**src/rtl/alu_op_sequencer.sv**
```systemverilog
// alu_op_sequencer: collects opcode + two operands, drives the shared ALU, returns 1-2 result words with flags.
module alu_op_sequencer #(
  parameter int w       = 8,
  parameter int TIMEOUT = 64
) (
  input  logic         clk,
  input  logic         rst,
  input  logic [w-1:0] in_data,
  input  logic         in_valid,
  output logic         in_ready,
  output logic [2:0]   alu_op,
  output logic [w-1:0] alu_a,
  output logic [w-1:0] alu_b,
  output logic         alu_start,
  input  logic         alu_done,
  input  logic [w-1:0] alu_res_lo,
  input  logic [w-1:0] alu_res_hi,
  input  logic         alu_overflow,
  input  logic         alu_cout,
  output logic [w-1:0] out,
  output logic         out_valid,
  input  logic         out_ready,
  output logic         out_last,
  output logic [3:0]   out_flags,
  output logic         busy
);
  localparam int TW = $clog2(TIMEOUT);
  typedef enum logic [2:0] {IDLE, GET_A, GET_B, START, WAIT, OUT0, OUT1} state_t;
  state_t         state_q, state_d;
  logic [2:0]     op_q, op_d;
  logic [w-1:0]   a_q, a_d, b_q, b_d, lo_q, lo_d, hi_q, hi_d;
  logic [3:0]     flags_q, flags_d;
  logic           two_q, two_d;
  logic [TW-1:0]  wd_q, wd_d;
  logic           in_ready_q, alu_start_q, out_valid_q, out_last_q, busy_q;
  logic [2:0]     alu_op_q;
  logic [w-1:0]   alu_a_q, alu_b_q, out_q;
  logic [3:0]     out_flags_q;
  logic           xfer, oxfer;
  assign xfer  = in_valid && in_ready_q;
  assign oxfer = out_valid_q && out_ready;
  always_comb begin
    state_d = state_q;
    op_d    = op_q;
    a_d     = a_q;
    b_d     = b_q;
    lo_d    = lo_q;
    hi_d    = hi_q;
    flags_d = flags_q;
    two_d   = two_q;
    wd_d    = wd_q;
    case (state_q)
      IDLE: if (xfer) begin
        op_d    = in_data[2:0];
        state_d = GET_A;
      end
      GET_A: if (xfer) begin
        a_d     = in_data;
        state_d = GET_B;
      end
      GET_B: if (xfer) begin
        b_d = in_data;
        if (op_q == 3'd7 && in_data == '0) begin
          lo_d    = '0;
          hi_d    = '0;
          flags_d = 4'b0100;
          two_d   = 1'b0;
          state_d = OUT0;
        end else state_d = START;
      end
      START: begin
        wd_d    = '0;
        state_d = WAIT;
      end
      WAIT: begin
        wd_d = wd_q + TW'(1);
        if (alu_done) begin
          lo_d    = alu_res_lo;
          hi_d    = alu_res_hi;
          flags_d = {2'b00, alu_cout, alu_overflow};
          two_d   = op_q[2] & op_q[1];
          state_d = OUT0;
        end else if (wd_q == TW'(TIMEOUT - 1)) begin
          lo_d    = '0;
          hi_d    = '0;
          flags_d = 4'b1000;
          two_d   = 1'b0;
          state_d = OUT0;
        end
      end
      OUT0: if (oxfer) state_d = two_q ? OUT1 : IDLE;
      OUT1: if (oxfer) state_d = IDLE;
      default: state_d = IDLE;
    endcase
  end
  // Outputs are registered from the next state so they line up with the state they describe.
  always_ff @(posedge clk or negedge rst) begin
    if (!rst) begin
      state_q     <= IDLE;
      op_q        <= '0;
      a_q         <= '0;
      b_q         <= '0;
      lo_q        <= '0;
      hi_q        <= '0;
      flags_q     <= '0;
      two_q       <= 1'b0;
      wd_q        <= '0;
      in_ready_q  <= 1'b0;
      alu_start_q <= 1'b0;
      alu_op_q    <= '0;
      alu_a_q     <= '0;
      alu_b_q     <= '0;
      out_q       <= '0;
      out_valid_q <= 1'b0;
      out_last_q  <= 1'b0;
      out_flags_q <= '0;
      busy_q      <= 1'b0;
    end else begin
      state_q     <= state_d;
      op_q        <= op_d;
      a_q         <= a_d;
      b_q         <= b_d;
      lo_q        <= lo_d;
      hi_q        <= hi_d;
      flags_q     <= flags_d;
      two_q       <= two_d;
      wd_q        <= wd_d;
      in_ready_q  <= state_d inside {IDLE, GET_A, GET_B};
      alu_start_q <= state_d == START;
      busy_q      <= state_d != IDLE;
      out_valid_q <= state_d inside {OUT0, OUT1};
      out_q       <= state_d == OUT0 ? lo_d : state_d == OUT1 ? hi_d : '0;
      out_last_q  <= state_d == OUT1 ? 1'b1 : state_d == OUT0 ? !two_d : 1'b0;
      out_flags_q <= state_d inside {OUT0, OUT1} ? flags_d : 4'b0000;
      if (state_d == START) begin
        alu_op_q <= op_d;
        alu_a_q  <= a_d;
        alu_b_q  <= b_d;
      end else if (state_d == IDLE) begin
        alu_op_q <= '0;
        alu_a_q  <= '0;
        alu_b_q  <= '0;
      end
    end
  end
  assign in_ready  = in_ready_q;
  assign alu_start = alu_start_q;
  assign alu_op    = alu_op_q;
  assign alu_a     = alu_a_q;
  assign alu_b     = alu_b_q;
  assign out       = out_q;
  assign out_valid = out_valid_q;
  assign out_last  = out_last_q;
  assign out_flags = out_flags_q;
  assign busy      = busy_q;
endmodule
```
**config.mk**
```make
export PLATFORM = sky130hd
export DESIGN_NAME = alu_op_sequencer
export DESIGN_NICKNAME = d
export VERILOG_FILES = /design/src/rtl/alu_op_sequencer.sv
export SDC_FILE = /design/constraint.sdc
export NUM_CORES = 1
export LEC_CHECK = 0
export ABC_AREA = 1
export CAP_MARGIN = 10
export CORE_MARGIN = 2
export CORE_UTILIZATION = 55
export DETAILED_ROUTE_END_ITERATION = 10
export GPL_TIMING_DRIVEN = 0
export MAX_ROUTING_LAYER = met4
export PLACE_DENSITY = 0.94
export SLEW_MARGIN = 20
export SYNTH_ARGS = -nofsm -noshare
export SYNTH_HDL_FRONTEND = slang
export SYNTH_SLANG_ARGS = --single-unit
```
**constraint.sdc**
```tcl
create_clock -name clk -period 4.4 [get_ports clk]
set_input_delay 0.66 -clock clk [delete_from_list [all_inputs] [get_ports clk]]
set_output_delay 0.66 -clock clk [all_outputs]
set_load 0.02 [all_outputs]
```
# Word level (Yosys, flattened, before mapping)
# Cells that the tools add are included.
[word_totals]
ff_bits = 85
input_bits = 31
output_inout_bits = 36
word_cells = 93
[classes]
n_addsub = 1
n_eq_ne = 13
muxes = 47
bitwise_logic = 1
reduce_logical = 12
[ops]
columns = ["op", "n"]
rows = [
  ["$mux 8", 17],
  ["$mux 3", 13],
  ["$pmux 8 s2", 2],
  ["$pmux 3 s7", 1],
  ["$mux 4", 5],
  ["$eq 3x3->1 const B", 6],
  ["$eq 3x2->1 const B", 4],
  ["$pmux 6 s2", 1],
  ["$logic_not 8->1", 1],
  ["$pmux 4 s2", 1],
  ["$add 6x1->6 const B", 1],
  ["$eq 3x1->1 const B", 2],
  ["$eq 6x6->1 const B", 1],
  ["$logic_not 3->1", 2],
  ["$mux 1", 6],
  ["$reduce_bool 2->1", 3],
  ["$reduce_bool 3->1", 2],
  ["$logic_and 1x1->1", 3],
  ["$pmux 1 s2", 1],
  ["$and 1x1->1", 1],
  ["$logic_not 1->1", 1],
]

# Logic depth before layout (Yosys ltp)
[logic_depth]
word_depth = 8
depth_mapped = 12
depth_no_buf = 11

# Worst setup path after synthesis
# OpenSTA, ideal clock, no wires.
[synth_path]
path_type = "in2reg"
startpoint = "input in_valid"
endpoint = "register alu_a_q[2], in the netlist alu_a[2]"
setup_time_ps = 116
t_arrival_ps = 1668
required_ps = 4284
setup_slack_ps = 2616
path_stages = 11
path_buffers = 2
cell_sequence = "nand2_1 inv_1 nand3_2 nand3_1 inv_2 nand2_4 nand2_4 buf_8 buf_12 nand3_2 nand2_2"
[synth_via]
elab_chain_cells = 5
word_cells_on_any_way = 11
cone_classes = "eq/ne (1); mux (7); reduce/logical (3)"
[synth_rtl]
columns = ["item", "line", "source"]
rows = [
  ["start: declaration", "9", "input logic in_valid,"],
  ["$logic_and 1x1->1 *", "40", "assign xfer = in_valid && in_ready_q;"],
  ["$mux 3, on equally long branches", "61, 53, 57", ""],
  ["$pmux 3 s7 *", "52", "case (state_q)"],
  ["net state_d[1]", "29", "state_t state_q, state_d;"],
  ["$eq 3x2->1 or $logic_not 3->1 (tied branches)", "135, 139", ""],
  ["$mux 8 or $reduce_bool 2->1 (tied branches)", "n/a", ""],
  ["end signal: assignment", "111", "alu_a_q <= '0;"],
  ["end signal: assignment", "137", "alu_a_q <= a_d;"],
  ["end signal: assignment", "141", "alu_a_q <= '0;"],
  ["end: declaration", "37", "logic [w-1:0] alu_a_q, alu_b_q, out_q;"],
]
# The timed path passes the listed nets; every way through them passes the cells marked *.
# A chain may end at the register's enable or synchronous reset.

# Final worst setup path
[layout_path]
startpoint = "input in_valid"
endpoint = "register out_q[1], in the netlist out[1]"
[layout_via]
word_cells_on_any_way = 13
cone_classes = "eq/ne (2); mux (10); reduce/logical (1)"
[layout_rtl]
columns = ["item", "line", "source"]
rows = [
  ["$logic_and 1x1->1", "40", ""],
  ["$mux 8", "61", "GET_B: if (xfer) begin"],
  ["$pmux 8 s2", "52", ""],
  ["net hi_d[1]", "31", "logic [w-1:0] a_q, a_d, b_q, b_d, lo_q, lo_d, hi_q, hi_d;"],
  ["$mux 8 (2 in a row)", "132", "out_q <= state_d == OUT0 ? lo_d : state_d == OUT1 ? hi_d : '0;"],
  ["end signal: assignment", "132", ""],
  ["end: declaration", "37", ""],
]
# The timed path passes the listed nets, and every way through them passes these cells.

==> impl_metrics.py <==
metrics = {
    "final_layout": {
        "fin_nets": 487,
        "most-common-layout-cells": "nand2_1, dfrtp_1, clkdlybuf4s50_1",
        "area_growth_pct": 28.63,
        "num_antenna_cells": 0,
        "n_fill_cell": 431,
        "drive_gt1_share_pct": 18.70,
        "layout_commonest_cell": "nand2_1",
    },
    "routing": {
        "drtAntennaViolNets": 0,
        "routed_wl_um": 7738,
        "drtIter0Drc": 165,
        "via_per_inst": 5.215,
        "drcViolationCount": 0,
        "vias": 2790,
        "first_pass_iters": 4,
        "wire_per_inst_um": 14.46,
    },
    "yosys": {
        "yosys.area.top_type_share_pct": 55.82,
        "synth-compound-area-share_pct": 4.023,
        "synth-seq-area-share_pct": 55.82,
        "avgSynthCellArea_um2": 9.157,
        "synth_fa_ha_area_share_pct": 0.3625,
        "synth_edf_count": 0,
        "ys.flop_type": "dfrtp_1",
        "post_synth_num_cell_types": 32,
        "synthArstFlopShare_pct": 100.0,
        "synth_xor_area_share_pct": 0.7611,
        "syn_inst": 377,
        "netlist_top_cells_area": "dfrtp_1, nand2_1, nand3_2",
        "yosysWarnings": 0,
        "synth-seq-cells": 77,
        "yosysTopAreaCell": "dfrtp_1",
        "synth_mux_area_share_pct": 0,
        "synthSimpleGateAreaFrac_pct": 32.95,
        "netlist_area_um2": 3452,
        "synth_top_family_by_area": "simple AND/OR/NAND/NOR gates",
        "synth_nets": 409,
    },
    "timing": {
        "fin_skew_ns": 0.006586,
        "worst_pin_slew_ns": 0.3993,
        "period_share_pct": 50.01,
        "slew_headroom_pct": 73.32,
        "finalMaxSlewViolations": 0,
        "tns_ns": 0,
        "min_period_ns": 2.200,
        "fmax_mhz": 454.5,
        "rsz0062_at_grt": "false",
        "hold_viol": 0,
        "setup_viol": 0,
    },
    "clock_network": {
        "cts_hold_buffers": 0,
        "cts_setup_buffers": 0,
        "cts_buffers": 9,
        "htreeDepth": 3,
        "insertion_delay_ns": 0.36,
        "clockBufferDepth": 2,
        "clk_pin_slew_ns": 0.09,
        "cts.repair.resized": 0,
        "cts_tree": "yes",
        "clock-sinks": 77,
        "root_buffer": "clkbuf_8",
    },
    "critical_path": {
        "worst_ep_arrival_time_ns": 2.44,
        "r2r_start": "state_q[2]",
        "r2r_slack_ns": 2.51,
        "crit_fanout": 10,
        "endpoint_kind": "flip-flop",
        "cp.required_ns": 4.64,
        "crit_path_max_incr_delay_ns": 0.48,
        "start_kind": "input pin",
        "startpoint": "in_valid",
        "crit_top_cell": "nand2_1",
        "reg2reg_depth": 9,
        "crit_path_cell_trace": "clkdlybuf4s50_1 -> nand2_1 -> nor3_1 -> nand3_1 -> nand2_1 -> nand2_2 -> buf_6 -> nand2_1 -> nand2_1 -> nand2_1 -> nand2_1",
        "slowest_stage": "clkdlybuf4s50_1",
        "criticalPathCategory": "input pin to flip-flop",
        "worstReg2RegEnd": "out[1]",
        "crit_end": "out[1]",
    },
    "global_routing": {
        "grt_pass1_vias": 2866,
        "grt_start_max_net_pins": 60,
        "antenna_found_initial": 0,
        "grt_usage_pct": 24.44,
        "grt_pass1_wl_um": 13190,
        "grt_remaining_overflow": 0,
    },
    "hold_path": {
        "min_path_type": "input pin to asynchronous set/reset pin",
    },
    "placed_design": {
        "place_congestion": 0.8611,
        "io_buffers": 66,
        "dp_hpwl_um": 5381,
    },
    "pwr": {
        "p_clk_share_pct": 19.2,
        "p_sw_uw": 1197,
        "intPower_uw": 1733,
        "p_sw_share_pct": 40.86,
        "p_per_area_nw_per_um2": 660.0,
        "ir_worst_vdd_mv": 0.3351,
        "p_leak_uw": 0.002223,
        "p_total_uw": 2931,
        "power_frac_comb_pct": 43.4,
        "p_seq_share_pct": 37.3,
    },
    "die": {
        "core_area_um2": 5991,
        "die_w_um": 83.23,
        "chipHeight_um": 83.23,
        "rows": 28,
        "die_area_um2": 6926,
        "io_pins": 67,
        "start_util_pct": 57.62,
    },
    "flow_run": {
        "maxCapViolCount": 0,
    },
    "status": {
        "outcome": "complete, no violations",
    },
}
synthesized netlist by cell type (2+ instances only):
master / number
buf_6: 3
o21a_1: 2
nand3_1: 13
o21ai_0: 13
nand2_2: 24
nand3_2: 21
xor2_1: 2
a21oi_1: 6
inv_1: 25
nor3_2: 2
nand2_4: 3
dfrtp_1: 77
inv_2: 6
nand2_1: 141
nor2_4: 3
o22ai_1: 2
nor2_1: 19
logic make-up (layout without fill, tap and decap cells):
| family | after synthesis | in the layout |
|---|---|---|
| buf+inv | 41 | 124 |
| xor+xnor | 3 | 3 |
| compound gates | 25 | 25 |
| fa+ha+maj | 1 | 1 |
| flops | 77 | 77 |
| simple gates | 230 | 230 |
how the worst min path moves through the flow:
stage | startpoint | to | slack, ns
floorplan | rst | a_q[0] | 0.36
global placement | hi_q[7] | hi_q[7] | 0.45
detailed placement | hi_q[3] | hi_q[3] | 0.46
CTS | rst | alu_b[3] | 0.18
global route | rst | alu_a[6] | 0.19
finish | rst | alu_b[3] | 0.17
critical path: cells and delay by family:
family / cells / cell delay (ns)
simple gates: 9 / 1.10
buf+inv: 2 / 0.67
stage by stage:
stage / setup slack, ns / util, % / cells / cell area [µm²] / hold slack (ns)
floorplan: 2.616 / - / 377 / 3452 / 0.3644
global placement: 0.1772 / 70.22 / 518 / 4207 / 0.4506
detailed placement: 1.872 / 70.63 / 519 / 4232 / 0.4585
CTS: 2.216 / 74.12 / 535 / 4441 / 0.1771
global route: 2.021 / 74.12 / 535 / 4441 / 0.1850
finish: 2.200 / 74.12 / 535 / 4441 / 0.1748
power groups by stage:
stage / sequential [µW] / combinational, µW / clock [µW]
global placement: 1090 / 1220 / 0
CTS: 1090 / 1280 / 565
finish: 1090 / 1270 / 564
global route: 1120 / 1390 / 599
detailed placement: 1100 / 1270 / 0
floorplan: 1190 / 745 / 0
routing by layer:
metal  share of wire, %  GRT usage, %  up-vias
li1                   -             -     1333
met1                 42         29.70     1331
met2                 50         39.66      106
met3                5.1         4.473       20
met4                2.3         11.62        0
met5                  0             -        -
flip-flops by register name, summed over array words and instances, names as in the netlist, 3 cells and up:
signal / flops
state_q: 3
flags_q: 4
a_q: 8
out_flags: 4
out: 8
wd_q: 6
alu_a: 8
op_q: 3
alu_b: 8
hi_q: 8
lo_q: 8
alu_op: 3
cell type report:
cell class,count,area [µm²],share of cell area (%)
Inverter,33,125.1,2.818
Tap cell,75,93.84,2.113
Sequential cell,77,1927,43.39
Multi-Input combinational cell,259,1315,29.61
Clock inverter,6,71.32,1.606
Timing Repair Buffer,67,685.7,15.44
Clock buffer,10,137.6,3.099
Buffer,8,85.08,1.916
Note: power is estimated with default switching activity, not from simulation.
==> patch, RTL diff (config.mk and constraints unchanged) <==
Set the parameter `w` to 12 (it was 8).
--- a/src/rtl/alu_op_sequencer.sv
+++ b/src/rtl/alu_op_sequencer.sv
@@ -2,3 +2,3 @@
 module alu_op_sequencer #(
-  parameter int w       = 8,
+  parameter int w       = 12,
   parameter int TIMEOUT = 64
Ports: changed (6 resized); port bits go from 67 to 91. The function was not compared with the original's and may differ.
==> patch against the original RTL <==
  * Count of clock-buffer cells in the layout up 1
  * Power increased by 22%
  * Wire length grew 44%
  * Sequential share of layout area increased by 1.5 points
  * Sequential cell count grew 24
  * Clock power shrank 3.7%
  * Synthesized area rose by 28%
  * Cell area up 27%
  * First-iteration DRC count rose by 88%
  * Critical path depth rose by 1
  * Worst setup slack worse by 46 ps
  * Largest power group unchanged
==> patch: results (changes against the original RTL) <==
| Metric | Value |
|---|---|
| Hold WC Path Type | in2async |
| Post-DP HPWL | 7.86 mm (+46%) |
| Outcome | finished clean |
| Main area contributors after synthesis | dfrtp_1, nand2_1, nand3_1, nand3_2, inv_1 |
| Syn Nets | 529 (+29%) |
| Vias per cell | 5.44 (+4.3%) |
| Post-DR wirelength/cell | 16.1 µm (+12%) |
| Critical Path AT | 2530 ps (+90 ps) |
| Drt first pass iters | 5 (+1) |
| Register area share after synthesis | 57.3% (+1.5 points) |
| DRT antenna net count | 0 (unchanged) |
| Number of global-route vias before repair | 3,859 (+35%) |
| PortBufs | 89 (+35%) |
| Final nets | 630 (+29%) |
| Combinational logic power | 1.66 mW (+31%) |
| Worst Skew | 15.0 ps (+8.37 ps) |
| Fill cells | 509 (+18%) |
| R2r setup slk | 2480 ps (-30 ps) |
| Top post-synthesis cells by count | nand2_1, dfrtp_1, nand3_1 |
| Leakage Power | 2.85 nW (+28%) |
| Share of layout cells above drive strength 1 | 11.3% (-7.4 points) |
| DP Worst Slack | 1800 ps (-72.1 ps) |
| GP Congestion | 0.843 (-2.1%) |
| DR iter-0 viols | 311 (+88%) |
| Int Pwr | 2.07 mW (+19%) |
| Gr usage total | 28.0% (+3.6 points) |
| Largest net degree at the start of global routing | 64 (+6.7%) |
| Layout Cells excl Fill | 693 (+30%) |
| Peak VDD IR | 432 µV (+29%) |
| Synth unique cells | 35 (+9.4%) |
| Worst slew pin tran | 533 ps (+134 ps) |
| # diodes | 0 (unchanged) |
| Synthesized instance count | 485 (+29%) |
| Peak Freq | 0.445 GHz (-2.1%) |
| Post-synth top area share | 57.3% (+1.5 points) |
| Placed cell count | 677 (+30%) |
| Initial antenna violation count | 0 (unchanged) |
| Worst-Skew Late Latency | 380 ps (+20 ps) |
| Clock root buffer | clkbuf_8 |
| Crit-path max cell delay | 520 ps (+40 ps) |
| Sequential group share of total power | 38.4% (+1.1 points) |
| CP max-delay cell | clkdlybuf4s50_1 |
| Clk slew on worst S/H paths | 100 ps |
| CTS max path bufs | 2 (unchanged) |
| First-pass GRT wire length | 18.4 mm (+40%) |
| Pwr Density | 635 nW/µm² (-3.7%) |
==> patch: cell types whose count changed after synthesis, sizes merged, moves of 2 or more <==
cell and change:
nand2 +45, nand3 +28, dfrtp +24, buf +8
inv -4, nand4 +4, o21ai +4, clkbuf +3
nor3 -2, o21a -2, o22ai -2
==> patch: through the flow <==
step                      instance area [µm²]  hold WS [ps]
after CTS                                5630           182
after global routing                     5630           187
final                                    5630           172
after floorplan                          4410           364
after global placement                   5430           449
after detailed placement                 5460           456
==> patch: metal layers <==
metal  up-vias  share of wire, %  GRT usage [%]
met5         -                 0              -
met4         0               3.3           9.30
met3        45               6.6           6.77
met2       187                50           46.3
met1      1803                40           34.3
li1       1734                 -              -
==> patch: area by class of cell <==
type / instances / area [µm²] / share of cell area [%]
repair buffers: 90 / 920 / 16.3
well taps: 102 / 128 / 2.27
clock inverters: 5 / 45.0 / 0.800
clock buffers: 11 / 131 / 2.33
inverters: 28 / 116 / 2.07
flip-flops and latches: 101 / 2530 / 44.9
plain buffers: 19 / 145 / 2.58
multi-input cells: 337 / 1620 / 28.8
==> patch: path summary, 6_finish.rpt <==
kind,startpoint,cells past startpoint,to
max,in_data[3],12,out[9]$_DFF_PN0_
min,rst,1,alu_a[7]$_DFFE_PN0P_
max reg2reg,state_q[1]$_DFF_PN0_,8,out[8]$_DFF_PN0_
min reg2reg,hi_q[4]$_DFF_PN0_,2,hi_q[4]$_DFF_PN0_
max in group asynchronous,rst,2,wd_q[1]$_DFFE_PN0P_
min in group clk,hi_q[4]$_DFF_PN0_,2,hi_q[4]$_DFF_PN0_
==> patch: cells by family after synthesis <==
group,after synthesis,synth area share [%]
compound gates,28,3.43
xor+xnor,2,0.397
fa+ha+maj,1,0.284
buf+inv,47,5.93
flops,101,57.3
simple gates,306,32.6
